==> src/rtl/seq_control_unit_if.sv <==
// -----------------------------------------------------------------------------
// seq_control_unit_if
//   Bundle between the instruction sequencer and the rest of the 4-bit core
//   (program memory, PC, accumulator, ALU). clk/rst_n stay plain module ports.
//
//   Handshake: the sequencer raises mem_req while it waits for an opcode;
//   memory answers with mem_ack for one cycle with instr_in valid in that same
//   cycle. mem_ack is only meaningful while mem_req is high and is ignored at
//   all other times. There is no backpressure on the strobes: each strobe is a
//   single-cycle command that the consumer must take in the cycle it is high.
//
//   master modport : the sequencer (seq_control_unit)
//   slave  modport : memory / datapath side
//
//   Signals
//     mem_ack, instr_in  memory -> sequencer   fetch answer
//     zero, carry        datapath -> sequencer ALU flags (carry only used when
//                                              CTRL_CARRY_EN is defined)
//     resume             env -> sequencer      one-cycle pulse leaving HALT
//     mem_req            sequencer -> memory   fetch request
//     ir                 instruction register
//     load_acc, alu_enable, alu_op, jump, pc_inc   execute strobes
//     halted, illegal    status
//     retire_cnt         retired-instruction counter
//     dbg_state          current FSM state (00 FETCH, 01 DECODE, 10 EXECUTE,
//                        11 HALT) for checkers
// -----------------------------------------------------------------------------
interface seq_control_unit_if #(
  parameter int OPCODE_W = 4,
  parameter int CNT_W    = 8
);
  logic                mem_ack;
  logic [OPCODE_W-1:0] instr_in;
  logic                zero;
  logic                carry;
  logic                resume;
  logic                mem_req;
  logic [OPCODE_W-1:0] ir;
  logic                load_acc;
  logic                alu_enable;
  logic [1:0]          alu_op;
  logic                jump;
  logic                pc_inc;
  logic                halted;
  logic                illegal;
  logic [CNT_W-1:0]    retire_cnt;
  logic [1:0]          dbg_state;

  modport master (
    input  mem_ack, instr_in, zero, carry, resume,
    output mem_req, ir, load_acc, alu_enable, alu_op, jump, pc_inc,
           halted, illegal, retire_cnt, dbg_state
  );

  modport slave (
    output mem_ack, instr_in, zero, carry, resume,
    input  mem_req, ir, load_acc, alu_enable, alu_op, jump, pc_inc,
           halted, illegal, retire_cnt, dbg_state
  );
endinterface

==> src/rtl/seq_control_unit.sv <==
// -----------------------------------------------------------------------------
// seq_control_unit
//   Multi-cycle FETCH / DECODE / EXECUTE sequencer for the 4-bit processor.
//   Owns the instruction register, issues each instruction's strobes for
//   exactly one cycle (EXECUTE), supports HLT/resume and counts retired
//   instructions.
//
//   Parameters
//     OPCODE_W  opcode width (>= 4); any opcode with bits above bit 3 set is
//               undefined.
//     CNT_W     retired-instruction counter width (wraps modulo 2^CNT_W).
//
//   Ports
//     clk    rising-edge clock
//     rst_n  asynchronous active-low reset
//     bus    seq_control_unit_if.master (handshake, flags, strobes, status)
//
//   Optional feature macro: CTRL_CARRY_EN
//     defined   : opcode 1001 is JC (jump if carry, else pc_inc)
//     undefined : opcode 1001 is illegal and the carry input is unused
//
//   Cycle shape: FETCH (+1 per missing mem_ack) -> DECODE -> EXECUTE -> FETCH,
//   or EXECUTE(HLT) -> HALT until resume. mem_req and halted decode the state
//   directly; execute strobes decode ir plus the flags seen in EXECUTE, so a
//   flag change between fetch and execute is honoured.
// -----------------------------------------------------------------------------
module seq_control_unit #(
  parameter int OPCODE_W = 4,
  parameter int CNT_W    = 8
) (
  input  logic                 clk,
  input  logic                 rst_n,
  seq_control_unit_if.master   bus
);

  typedef enum logic [1:0] {
    S_FETCH   = 2'b00,
    S_DECODE  = 2'b01,
    S_EXECUTE = 2'b10,
    S_HALT    = 2'b11
  } state_t;

  state_t              r_state;
  logic [OPCODE_W-1:0] r_ir;
  logic [CNT_W-1:0]    r_retire_cnt;

  logic       w_upper_zero;
  logic       w_is_hlt;
  logic       w_load_acc;
  logic       w_alu_enable;
  logic [1:0] w_alu_op;
  logic       w_jump;
  logic       w_pc_inc;
  logic       w_illegal;

`ifndef CTRL_CARRY_EN
  // carry has no consumer in this build.
  logic w_unused_carry;
  assign w_unused_carry = bus.carry;
`endif

  // Bits above the 4-bit opcode field must be zero for a defined opcode.
  assign w_upper_zero = ((r_ir >> 4) == '0);
  assign w_is_hlt     = w_upper_zero && (r_ir[3:0] == 4'hF);

  // Execute decode. pc_inc is the default action; taken branches swap it for
  // jump, so the two can never be high together.
  always_comb begin
    w_load_acc   = 1'b0;
    w_alu_enable = 1'b0;
    w_alu_op     = 2'b00;
    w_jump       = 1'b0;
    w_pc_inc     = 1'b0;
    w_illegal    = 1'b0;
    if (r_state == S_EXECUTE) begin
      w_pc_inc = 1'b1;
      if (!w_upper_zero) begin
        w_illegal = 1'b1;
      end else begin
        case (r_ir[3:0])
          4'h0: ;                                       // NOP
          4'h1: w_load_acc = 1'b1;                      // LDI
          4'h2: begin w_alu_enable = 1'b1; w_alu_op = 2'b00; end  // ADD
          4'h3: begin w_alu_enable = 1'b1; w_alu_op = 2'b01; end  // SUB
          4'h4: begin w_alu_enable = 1'b1; w_alu_op = 2'b10; end  // AND
          4'h5: begin w_alu_enable = 1'b1; w_alu_op = 2'b11; end  // OR
          4'h7: begin w_jump = 1'b1; w_pc_inc = 1'b0; end         // JMP
          4'h8: begin                                             // JZ
            if (bus.zero) begin
              w_jump   = 1'b1;
              w_pc_inc = 1'b0;
            end
          end
`ifdef CTRL_CARRY_EN
          4'h9: begin                                             // JC
            if (bus.carry) begin
              w_jump   = 1'b1;
              w_pc_inc = 1'b0;
            end
          end
`endif
          4'hF: ;                                       // HLT (pc_inc only)
          default: w_illegal = 1'b1;                    // undefined -> NOP
        endcase
      end
    end
  end

  // Sequencer FSM, instruction register and retire counter.
  always_ff @(posedge clk or negedge rst_n) begin
    if (!rst_n) begin
      r_state      <= S_FETCH;
      r_ir         <= '0;
      r_retire_cnt <= '0;
    end else begin
      case (r_state)
        S_FETCH: begin
          if (bus.mem_ack) begin
            r_ir    <= bus.instr_in;
            r_state <= S_DECODE;
          end
        end
        S_DECODE: r_state <= S_EXECUTE;
        S_EXECUTE: begin
          r_retire_cnt <= r_retire_cnt + 1'b1;
          // resume seen in this cycle is deliberately not looked at.
          r_state      <= w_is_hlt ? S_HALT : S_FETCH;
        end
        S_HALT: begin
          if (bus.resume) r_state <= S_FETCH;
        end
        default: r_state <= S_FETCH;
      endcase
    end
  end

  assign bus.mem_req    = (r_state == S_FETCH);
  assign bus.halted     = (r_state == S_HALT);
  assign bus.ir         = r_ir;
  assign bus.load_acc   = w_load_acc;
  assign bus.alu_enable = w_alu_enable;
  assign bus.alu_op     = w_alu_op;
  assign bus.jump       = w_jump;
  assign bus.pc_inc     = w_pc_inc;
  assign bus.illegal    = w_illegal;
  assign bus.retire_cnt = r_retire_cnt;
  assign bus.dbg_state  = r_state;

endmodule
==> src/flat_wrapper.sv <==
// flat-port wrapper written by rule: the top's interface ports become plain ports
module seq_control_unit_flat 
#(
  parameter int OPCODE_W = 4,
  parameter int CNT_W    = 8
)
  (clk, rst_n, bus_mem_ack, bus_instr_in, bus_zero, bus_carry, bus_resume, bus_mem_req, bus_ir, bus_load_acc, bus_alu_enable, bus_alu_op, bus_jump, bus_pc_inc, bus_halted, bus_illegal, bus_retire_cnt, bus_dbg_state);
  seq_control_unit_if #(.OPCODE_W(OPCODE_W), .CNT_W(CNT_W)) bus_i ();
  input  logic clk;
  input  logic rst_n;
  input wire logic [$bits(bus_i.mem_ack)-1:0] bus_mem_ack;
  input wire logic [$bits(bus_i.instr_in)-1:0] bus_instr_in;
  input wire logic [$bits(bus_i.zero)-1:0] bus_zero;
  input wire logic [$bits(bus_i.carry)-1:0] bus_carry;
  input wire logic [$bits(bus_i.resume)-1:0] bus_resume;
  output wire logic [$bits(bus_i.mem_req)-1:0] bus_mem_req;
  output wire logic [$bits(bus_i.ir)-1:0] bus_ir;
  output wire logic [$bits(bus_i.load_acc)-1:0] bus_load_acc;
  output wire logic [$bits(bus_i.alu_enable)-1:0] bus_alu_enable;
  output wire logic [$bits(bus_i.alu_op)-1:0] bus_alu_op;
  output wire logic [$bits(bus_i.jump)-1:0] bus_jump;
  output wire logic [$bits(bus_i.pc_inc)-1:0] bus_pc_inc;
  output wire logic [$bits(bus_i.halted)-1:0] bus_halted;
  output wire logic [$bits(bus_i.illegal)-1:0] bus_illegal;
  output wire logic [$bits(bus_i.retire_cnt)-1:0] bus_retire_cnt;
  output wire logic [$bits(bus_i.dbg_state)-1:0] bus_dbg_state;
  assign bus_i.mem_ack = bus_mem_ack;
  assign bus_i.instr_in = bus_instr_in;
  assign bus_i.zero = bus_zero;
  assign bus_i.carry = bus_carry;
  assign bus_i.resume = bus_resume;
  assign bus_mem_req = bus_i.mem_req;
  assign bus_ir = bus_i.ir;
  assign bus_load_acc = bus_i.load_acc;
  assign bus_alu_enable = bus_i.alu_enable;
  assign bus_alu_op = bus_i.alu_op;
  assign bus_jump = bus_i.jump;
  assign bus_pc_inc = bus_i.pc_inc;
  assign bus_halted = bus_i.halted;
  assign bus_illegal = bus_i.illegal;
  assign bus_retire_cnt = bus_i.retire_cnt;
  assign bus_dbg_state = bus_i.dbg_state;
  seq_control_unit #(.OPCODE_W(OPCODE_W), .CNT_W(CNT_W)) u_core (.clk(clk), .rst_n(rst_n), .bus(bus_i));
endmodule
==> config.mk <==
export PLATFORM = sky130hd
export DESIGN_NAME = seq_control_unit_flat
export DESIGN_NICKNAME = d
export VERILOG_FILES = /design/src/rtl/seq_control_unit_if.sv /design/src/rtl/seq_control_unit.sv /design/src/flat_wrapper.sv
export SDC_FILE = /design/constraint.sdc
export NUM_CORES = 1
export LEC_CHECK = 0
export ABC_AREA = 1
export BUFFER_PORTS_ARGS = -buffer_cell sky130_fd_sc_hd__clkbuf_2
export CAP_MARGIN = 15
export CORE_MARGIN = 5
export CORE_UTILIZATION = 40
export DETAILED_ROUTE_END_ITERATION = 8
export PLACE_DENSITY = 0.73
export SETUP_SLACK_MARGIN = 0.3
export SLEW_MARGIN = 25
export SYNTH_ARGS = -nofsm -noshare
export SYNTH_HDL_FRONTEND = slang
export SYNTH_SLANG_ARGS = --single-unit
==> constraint.sdc <==
create_clock -name clk -period 1.01 [get_ports clk]
set_input_delay 0.0505 -clock clk [delete_from_list [all_inputs] [get_ports clk]]
set_output_delay 0.0505 -clock clk [all_outputs]
set_load 0.01 [all_outputs]
# --- After elaboration in Yosys (flattened, before gate mapping) ---
# Index checks and enable logic that the tools add are counted.
totals:
  ff_bits: 14
  inputBits: 10
  wordCells: 41
classes:
  add_sub_neg: 1
  eq_ne: 13
  n_mux: 18
  reduce_logical: 6
ops:
  columns: ["operator", "count"]
  rows:
  - ["4-bit by 3-bit == test with 1-bit output (second input constant)", 3]
  - ["1-bit two-way mux", 10]
  - ["9-bit OR reduction", 1]
  - ["8-bit by 1-bit adder with 8-bit output (second input constant)", 1]
  - ["4-bit by 2-bit == test with 1-bit output (second input constant)", 2]
  - ["4-bit == test (second input constant)", 2]
  - ["2-bit two-way mux", 4]
  - ["2-bit case mux with 4 select lines", 1]
  - ["2-bit case mux with 3 select lines", 1]
  - ["2-bit == test (second input constant)", 2]
  - ["4-bit by 1-bit == test with 1-bit output (second input constant)", 1]
  - ["4-bit logical NOT", 1]
  - ["2-bit inequality test (second input constant)", 2]
  - ["1-bit case mux with 2 select lines", 2]
  - ["2-bit AND reduction", 2]
  - ["4-bit OR reduction", 1]
  - ["2-bit by 1-bit == test with 1-bit output (second input constant)", 1]
  - ["2-bit logical NOT", 1]

# --- Longest topological paths before layout ---
# Gate-level depths: netlist of the first run.
logic_depth:
  depth_word: 4
  depth_mapped: 7
  mapped_depth_nobuf: 7

# --- Worst setup path after synthesis of the first run ---
# No wires, ideal clock.
synth_timing:
  path_kind: "reg-to-output"
  startpoint: "reg u_core.r_ir[3] (netlist: u_core.bus.ir[3])"
  endpoint: "out bus_alu_op[0]"
  t_arrival_ns: 1.156
  t_required_ns: 0.959
  path_slack_ns: -0.197
  path_stages_with_launch: 5
  n_path_buf: 0
  path_cell_list: "dfrtp_1 -> nor2_1 -> nand2_1 -> a21oi_1 -> and2_1"
synth_via:
  elab_chain_len: 3
  word_cells_on_any_way: 5
synth_lines:
  columns: ["item", "line", "source"]
  rows:
  - ["start, declared", "seq_control_unit.sv:44", "logic [OPCODE_W-1:0] r_ir;"]
  - ["start signal, assigned", "seq_control_unit.sv:119", "r_ir <= bus.instr_in;"]
  - ["4-bit by 3-bit == test with 1-bit output / 4-bit by 2-bit == test with 1-bit output (equally long branches)", "seq_control_unit.sv:80", "case (r_ir[3:0])"]
  - ["2-bit case mux with 3 select lines (*)", "seq_control_unit.sv:80", null]
  - ["2-bit two-way mux (*)", "seq_control_unit.sv:75", "if (r_state == S_EXECUTE) begin"]
  - ["end, declared", "flat_wrapper.sv:20", "output wire logic [$bits(bus_i.alu_op)-1:0] bus_alu_op;"]
# Mark *: on every way between the ends. The rest lies on a longest branch, timed or not.

# --- Worst setup path in the final report of the first run ---
layout_timing:
  startpoint: "reg u_core.r_ir[2] (netlist: u_core.bus.ir[2])"
  endpoint: "out bus_alu_op[0]"
# Same word-level chain as after synthesis.

==> metrics.yaml, run 1 <==
status: "finished, violations left"
violations: "setup timing"
clock_sinks: 14
grt_max_degree: 15
track_usage_pct: 21.5
layout_common_cells: "buf_6, nand2_1, buf_4"
synthDistinctLibCells: 16
syn_inst: 95
die_w_um: 52.7
cp.required_ns: 0.96
htree_levels: 1
grt_pass1_wl_mm: 4.39
period_share_pct: 148
rsz0062_at_grt: "true"
maxCapViolCount: 0
min_from: "bus_instr_in[3]"
place_hpwl_mm: 1.56
antennaDiodeCount: 0
wl_mm: 3.57
final.min_clock_period_ns: 1.49
r2r_slack_ns: -0.30
max_slew_margin_pct: 74.7
root_buffer: "clkbuf_4"
grt_pass1_vias: 1009
multi_input_area_um2: 502
ys_ff_latch: 14
regArea_um2: 359
crit_buf_inv: 2
synth_nets: 106
slowest_delay_ns: 0.43
crit_type: "reg -> out"
worst_skew_pair.late_latency_ns: 0.28
grt_antenna_before_repair: 0
r2r_cells: 5
fin_cells: 200
r2r-start: "u_core.bus.dbg_state[1]"
fill_cells: 55
drc: 0
syn_to_final_growth_pct: 123
placed_cells: 168
synth.largest_area_cell: "dfrtp_1"
netlist_area_um2: 728
drive_gt1_share_pct: 69.1
final_common_cell: "buf_6"
ys_seq_area_share_pct: 48.1
leakagePower_nw: 0.862
cts.path.max_buffers: 2
setup_ws_ns: -0.482
first_iter_violations: 36
tightest_slew_ns: 0.380
avgSynthCellArea_um2: 7.67
p_per_area_nw_per_um2: 3060
r2r_end: "u_core.bus.ir[1]"
hold_path_end: "u_core.bus.ir[3]"
synth_top_area_share_pct: 48.1
core_um2: 1730
ant_nets: 0
dr.pass1.iters: 4
hold_class: "in -> reg"
pre_cts_ws_ns: -0.101
path_cells: "inv_2 -> nor2_2 -> nand2_2 -> a21oi_2 -> and2_1 -> buf_2"
cp_top_family: "flip-flops"
worst_path_max_delay_cell: "dfrtp_1"
slew_viol_final: 0
clock_skew_ns: 0.000568
die_h_um: 52.7
hold_violations: 0
fmax_mhz: 670
gp_congestion: 0.803
cts_made_buffers: 3
clk_pin_slew_worst_paths_ns: 0.10
cp-end-kind: "output port"
avgViaCountPerCell: 5.09
io_pins: 33
rows: 15
start_util_pct: 42.2
synth_area_leaders: "dfrtp_1, nand2_1, nor2_1"
wl_per_cell_um: 17.9
cts_tree: "built"
ir_drop_uv: 2190
dieArea_um2: 2770
gr-total-overflow: 0
vias: 1018
hold_depth: 3
nets: 187
worstSetupStartpointType: "register"
ys_warn_count: 0
portBuffers: 31
finalSetupViolCount: 28
worstPathArrival_ns: 1.44
path_max_fanout: 5
-- tightest hold or removal path, cell delays in order --
cell      delay (ns)
clkbuf_2        0.10
nor2_4          0.10
a21oi_2         0.04
-- logic make-up (layout without fill, tap and decap cells) --
group | count (synthesis) | in the layout | synth area share [%]
buf+inv | 12 | 92 | 6.19
fa+ha+maj | 1 | 1 | 1.72
simple gates | 58 | 58 | 34.7
flops | 14 | 14 | 48.1
xor+xnor | 4 | 4 | 4.81
compound gates | 6 | 6 | 4.47
-- report_power, final --
part,switching (mW),internal (mW)
Clock,0.208,0.219
Combinational,1.50,1.89
Sequential,0.372,0.785
-- area by class of cell --
| cell class | instances | area share, % |
|---|---|---|
| repair buffers | 76 | 39.8 |
| well taps | 25 | 1.92 |
| flip-flops and latches | 14 | 22.1 |
| inverters | 12 | 3.08 |
| multi-input cells | 69 | 30.8 |
| clock buffers | 4 | 2.23 |
-- metal layers --
layer	track usage (%)	share of wire (%)
met2	41.1	52
met5	0	0
met3	3.13	6.1
met4	5.11	3.0
met1	24.4	39
-- state kept, by name (all words and copies together), names as in the netlist --
name,count
u_core.bus.retire_cnt,8
u_core.bus.ir,4
u_core.bus.dbg_state,2
-- timing repair --
item	CTS	global route
endpoints found under the setup margin	37	37
pin swaps	17	9
gates cloned	0	0
hold buffers	2	0
hold endpoints to repair	15	0
buffers inserted	20	6
resized for setup	24	56
-- cell usage after synthesis --
cell type	count
nor2_1	13
ha_1	1
nand3b_1	1
inv_1	12
xor2_1	2
and2_1	1
nor2_2	2
a21oi_1	5
xnor2_1	2
nand3_1	8
o211ai_1	1
nand4_1	1
nand2_1	30
dfrtp_1	14
nand2_2	1
nor3b_2	1
-- through the flow --
step	power [mW]	utilization, %	area (um^2)	TNS, ns	hold WS [ns]
4_1_cts	3.98	83.3	1440	-4.17	0.00382
3_5_place_dp	2.86	65.7	1130	-0.412	-0.0241
6_report	4.97	94.2	1630	-7.36	0.0401
3_3_place_gp	2.80	65.7	1130	-0.263	-0.0268
2_1_floorplan	1.89	-	808	-0.306	-0.245
5_1_grt	5.22	94.2	1630	-8.85	0.0325
-- worst max path at each step --
stage                             from            end  slack (ns)  cells past startpoint
2_1_floorplan         u_core.bus.ir[2]  bus_alu_op[0]       -0.09                      5
3_3_place_gp          u_core.bus.ir[0]       bus_jump       -0.06                      5
3_5_place_dp   u_core.bus.dbg_state[0]    bus_illegal       -0.10                      6
4_1_cts               u_core.bus.ir[2]    bus_illegal       -0.40                      6
5_1_grt               u_core.bus.ir[2]  bus_alu_op[0]       -0.60                      6
6_report              u_core.bus.ir[2]  bus_alu_op[0]       -0.48                      6
(Power assumes the default switching activity.)
==> inputs of run 2 (changes only) <==
- CELL_PAD_IN_SITES_DETAIL_PLACEMENT: unset -> 0
- CELL_PAD_IN_SITES_GLOBAL_PLACEMENT: unset -> 1
- CORE_UTILIZATION: 40 -> 28
- PLACE_DENSITY: 0.73 -> unset
- PLACE_DENSITY_LB_ADDON: unset -> 0.1
- SKIP_LAST_GASP: unset -> 1
==> run 2 against run 1 <==
The run still ends with setup timing left; utilization decreased by 28 points; total power shrank 6.1%; largest power group unchanged; clock power decreased by 3%; hold slack lost 0.030 ns; highest routed layer unchanged; fmax is 0.89% higher; setup slack improved by 0.013 ns.
==> metrics.yaml, run 2 (synthesized netlist as in run 1, its figures left out) <==
grt_antenna_before_repair: 0  # unchanged
track_usage_pct: 14.1  # was 21.5%
worstSetupStartpointType: "register"  # unchanged
fin_cells: 205  # was 200
ant_nets: 0  # unchanged
finalSetupViolCount: 26  # was 28
gp_congestion: 0.742  # was 0.803
drive_gt1_share_pct: 69.7  # was 69.1%
fmax_mhz: 676  # was 670 MHz
largest_reg_flops: 8  # unchanged
hold_class: "in -> reg"  # unchanged
hold_path_end: "u_core.bus.ir[3]"  # unchanged
cts.path.max_buffers: 2  # unchanged
p_per_area_nw_per_um2: 2830  # was 3060 nW/um^2
drc: 0  # unchanged
slew_viol_final: 0  # unchanged
gr-total-overflow: 0  # unchanged
hold_violations: 0  # unchanged
portBuffers: 31  # unchanged
r2r-start: "u_core.bus.dbg_state[0]"  # was u_core.bus.dbg_state[1]
cts_tree: "built"  # unchanged
status: "finished, violations left"  # unchanged
violations: "setup timing"  # unchanged
cp-end-kind: "output port"  # unchanged
maxCapViolCount: 0  # unchanged
worst_skew_pair.late_latency_ns: 0.29  # was 0.28 ns
rows: 18  # was 15
grt_max_degree: 15  # unchanged
clk_pin_slew_worst_paths_ns: 0.09  # was 0.10 ns
vias: 902  # was 1018
dr.pass1.iters: 4  # unchanged
min_from: "bus_instr_in[3]"  # unchanged
start_util_pct: 29.4  # was 42.2%
clock_skew_ns: 0.00605  # was 0.000568 ns
leakagePower_nw: 0.848  # was 0.862 nW
r2r_cells: 7  # was 5
r2r_end: "u_core.bus.ir[3]"  # was u_core.bus.ir[1]
clock_sinks: 14  # unchanged
tightest_slew_ns: 0.365  # was 0.380 ns
nets: 187  # unchanged
wl_per_cell_um: 11.3  # was 17.9 um
wl_mm: 2.32  # was 3.57 mm
hold_depth: 3  # unchanged
place_hpwl_mm: 1.52  # was 1.56 mm
grt_pass1_vias: 940  # was 1009
final_common_cell: "buf_6"  # unchanged
die_w_um: 61.0  # was 52.7 um
max_slew_margin_pct: 75.7  # was 74.7%
postPlaceCellArea_um2: 1120  # was 1130 um^2
antennaDiodeCount: 0  # unchanged
crit_type: "reg -> out"  # unchanged
layout_common_cells: "buf_6, nand2_1, buf_4"  # unchanged
cts_made_buffers: 3  # unchanged
avgViaCountPerCell: 4.40  # was 5.09
final.min_clock_period_ns: 1.48  # was 1.49 ns
setup_ws_ns: -0.469  # was -0.482 ns
placed_cells: 172  # was 168
fin_util_pct: 66.7  # was 94.2%
first_iter_violations: 27  # was 36
grt_pass1_wl_mm: 3.88  # was 4.39 mm
root_buffer: "clkbuf_4"  # unchanged
htree_levels: 1  # unchanged
r2r_slack_ns: -0.24  # was -0.30 ns
worstPathArrival_ns: 1.43  # was 1.44 ns
rsz0062_at_grt: "true"  # unchanged
cp.required_ns: 0.96  # about the same
ir_drop_uv: 1790  # was 2190 uV
path_max_fanout: 5  # unchanged
fin_area_um2: 1650  # was 1630 um^2
syn_to_final_growth_pct: 127  # was 123%
core_um2: 2480  # was 1730 um^2
fin_total_pwr_mw: 4.67  # was 4.97 mW
die_h_um: 61.0  # was 52.7 um
dieArea_um2: 3720  # was 2770 um^2
period_share_pct: 146  # was 148%
io_pins: 33  # unchanged
run 2: changes by cell type in the layout (fill, tap and decap cells not counted), moves of 2 or more:
| cell | delta |
|---|---|
| clkbuf_2 | +3 |
| nand2_4 | -2 |
| nand2_1 | +2 |
| buf_4 | +4 |
| buf_2 | -7 |
run 2: worst max-delay path by stage:
| stage | startpoint | end | slack, ns | cells after the start |
|---|---|---|---|---|
| floorplan | u_core.bus.ir[2] | bus_alu_op[0] | -0.09 | 5 |
| global placement | u_core.bus.ir[2] | bus_alu_op[0] | -0.07 | 6 |
| detailed placement | u_core.bus.ir[2] | bus_alu_op[0] | -0.1 | 6 |
| CTS | u_core.bus.ir[2] | bus_alu_op[0] | -0.42 | 6 |
| global route | u_core.bus.ir[2] | bus_alu_op[0] | -0.53 | 6 |
| finish | u_core.bus.ir[2] | bus_alu_op[0] | -0.47 | 6 |
run 2: power by group:
| group | internal, mW | switching (mW) | leakage [nW] | total (mW) |
|---|---|---|---|---|
| logic | 1.86 | 1.32 | 0.659 | 3.17 |
| registers | 0.785 | 0.293 | 0.168 | 1.08 |
| clock network | 0.220 | 0.197 | 0.0210 | 0.416 |
run 2: critical path, cell delays in order, from the launching register on:
cell,delay (ns)
dfrtp_2,0.43
inv_4,0.07
nor2_4,0.11
nand2_2,0.09
a21oi_2,0.15
and2_1,0.15
clkbuf_2,0.13
run 2: repair_timing:
action | in CTS | in global routing
setup buffers | 17 | 9
endpoints found under the hold margin | 16 | 0
resized for setup | 22 | 58
endpoints found under the setup margin | 37 | 37
hold buffers | 3 | 0
pin swaps | 4 | 15
run 2: final cells by class:
| cell class | count | area (um^2) |
|---|---|---|
| Multi-Input combinational cell | 69 | 524 |
| Timing Repair Buffer | 76 | 644 |
| Fill cell | 201 | 826 |
| Inverter | 12 | 50.0 |
| Tap cell | 30 | 37.5 |
| Sequential cell | 14 | 359 |
| Clock buffer | 4 | 36.3 |
run 2: per-layer routing:
metal | GRT usage, % | vias up | wire length, um | share of wire (%)
met3 | 2.77 | 3 | 104 | 4.5
met1 | 17.9 | 419 | 1000 | 43
met5 | 0 | - | 0 | 0
met4 | 5.57 | 0 | 28 | 1.2
li1 | - | 461 | - | -
met2 | 23.4 | 19 | 1180 | 51
run 2: metrics by stage:
step,hold slack (ns),setup TNS (ns),worst slack [ns]
finish,0.00995,-5.70,-0.469
global placement,-0.0209,-0.359,-0.0679
global route,0.00193,-7.23,-0.531
detailed placement,-0.0138,-0.453,-0.0990
CTS,0.00989,-4.50,-0.419
floorplan,-0.245,-0.306,-0.0894
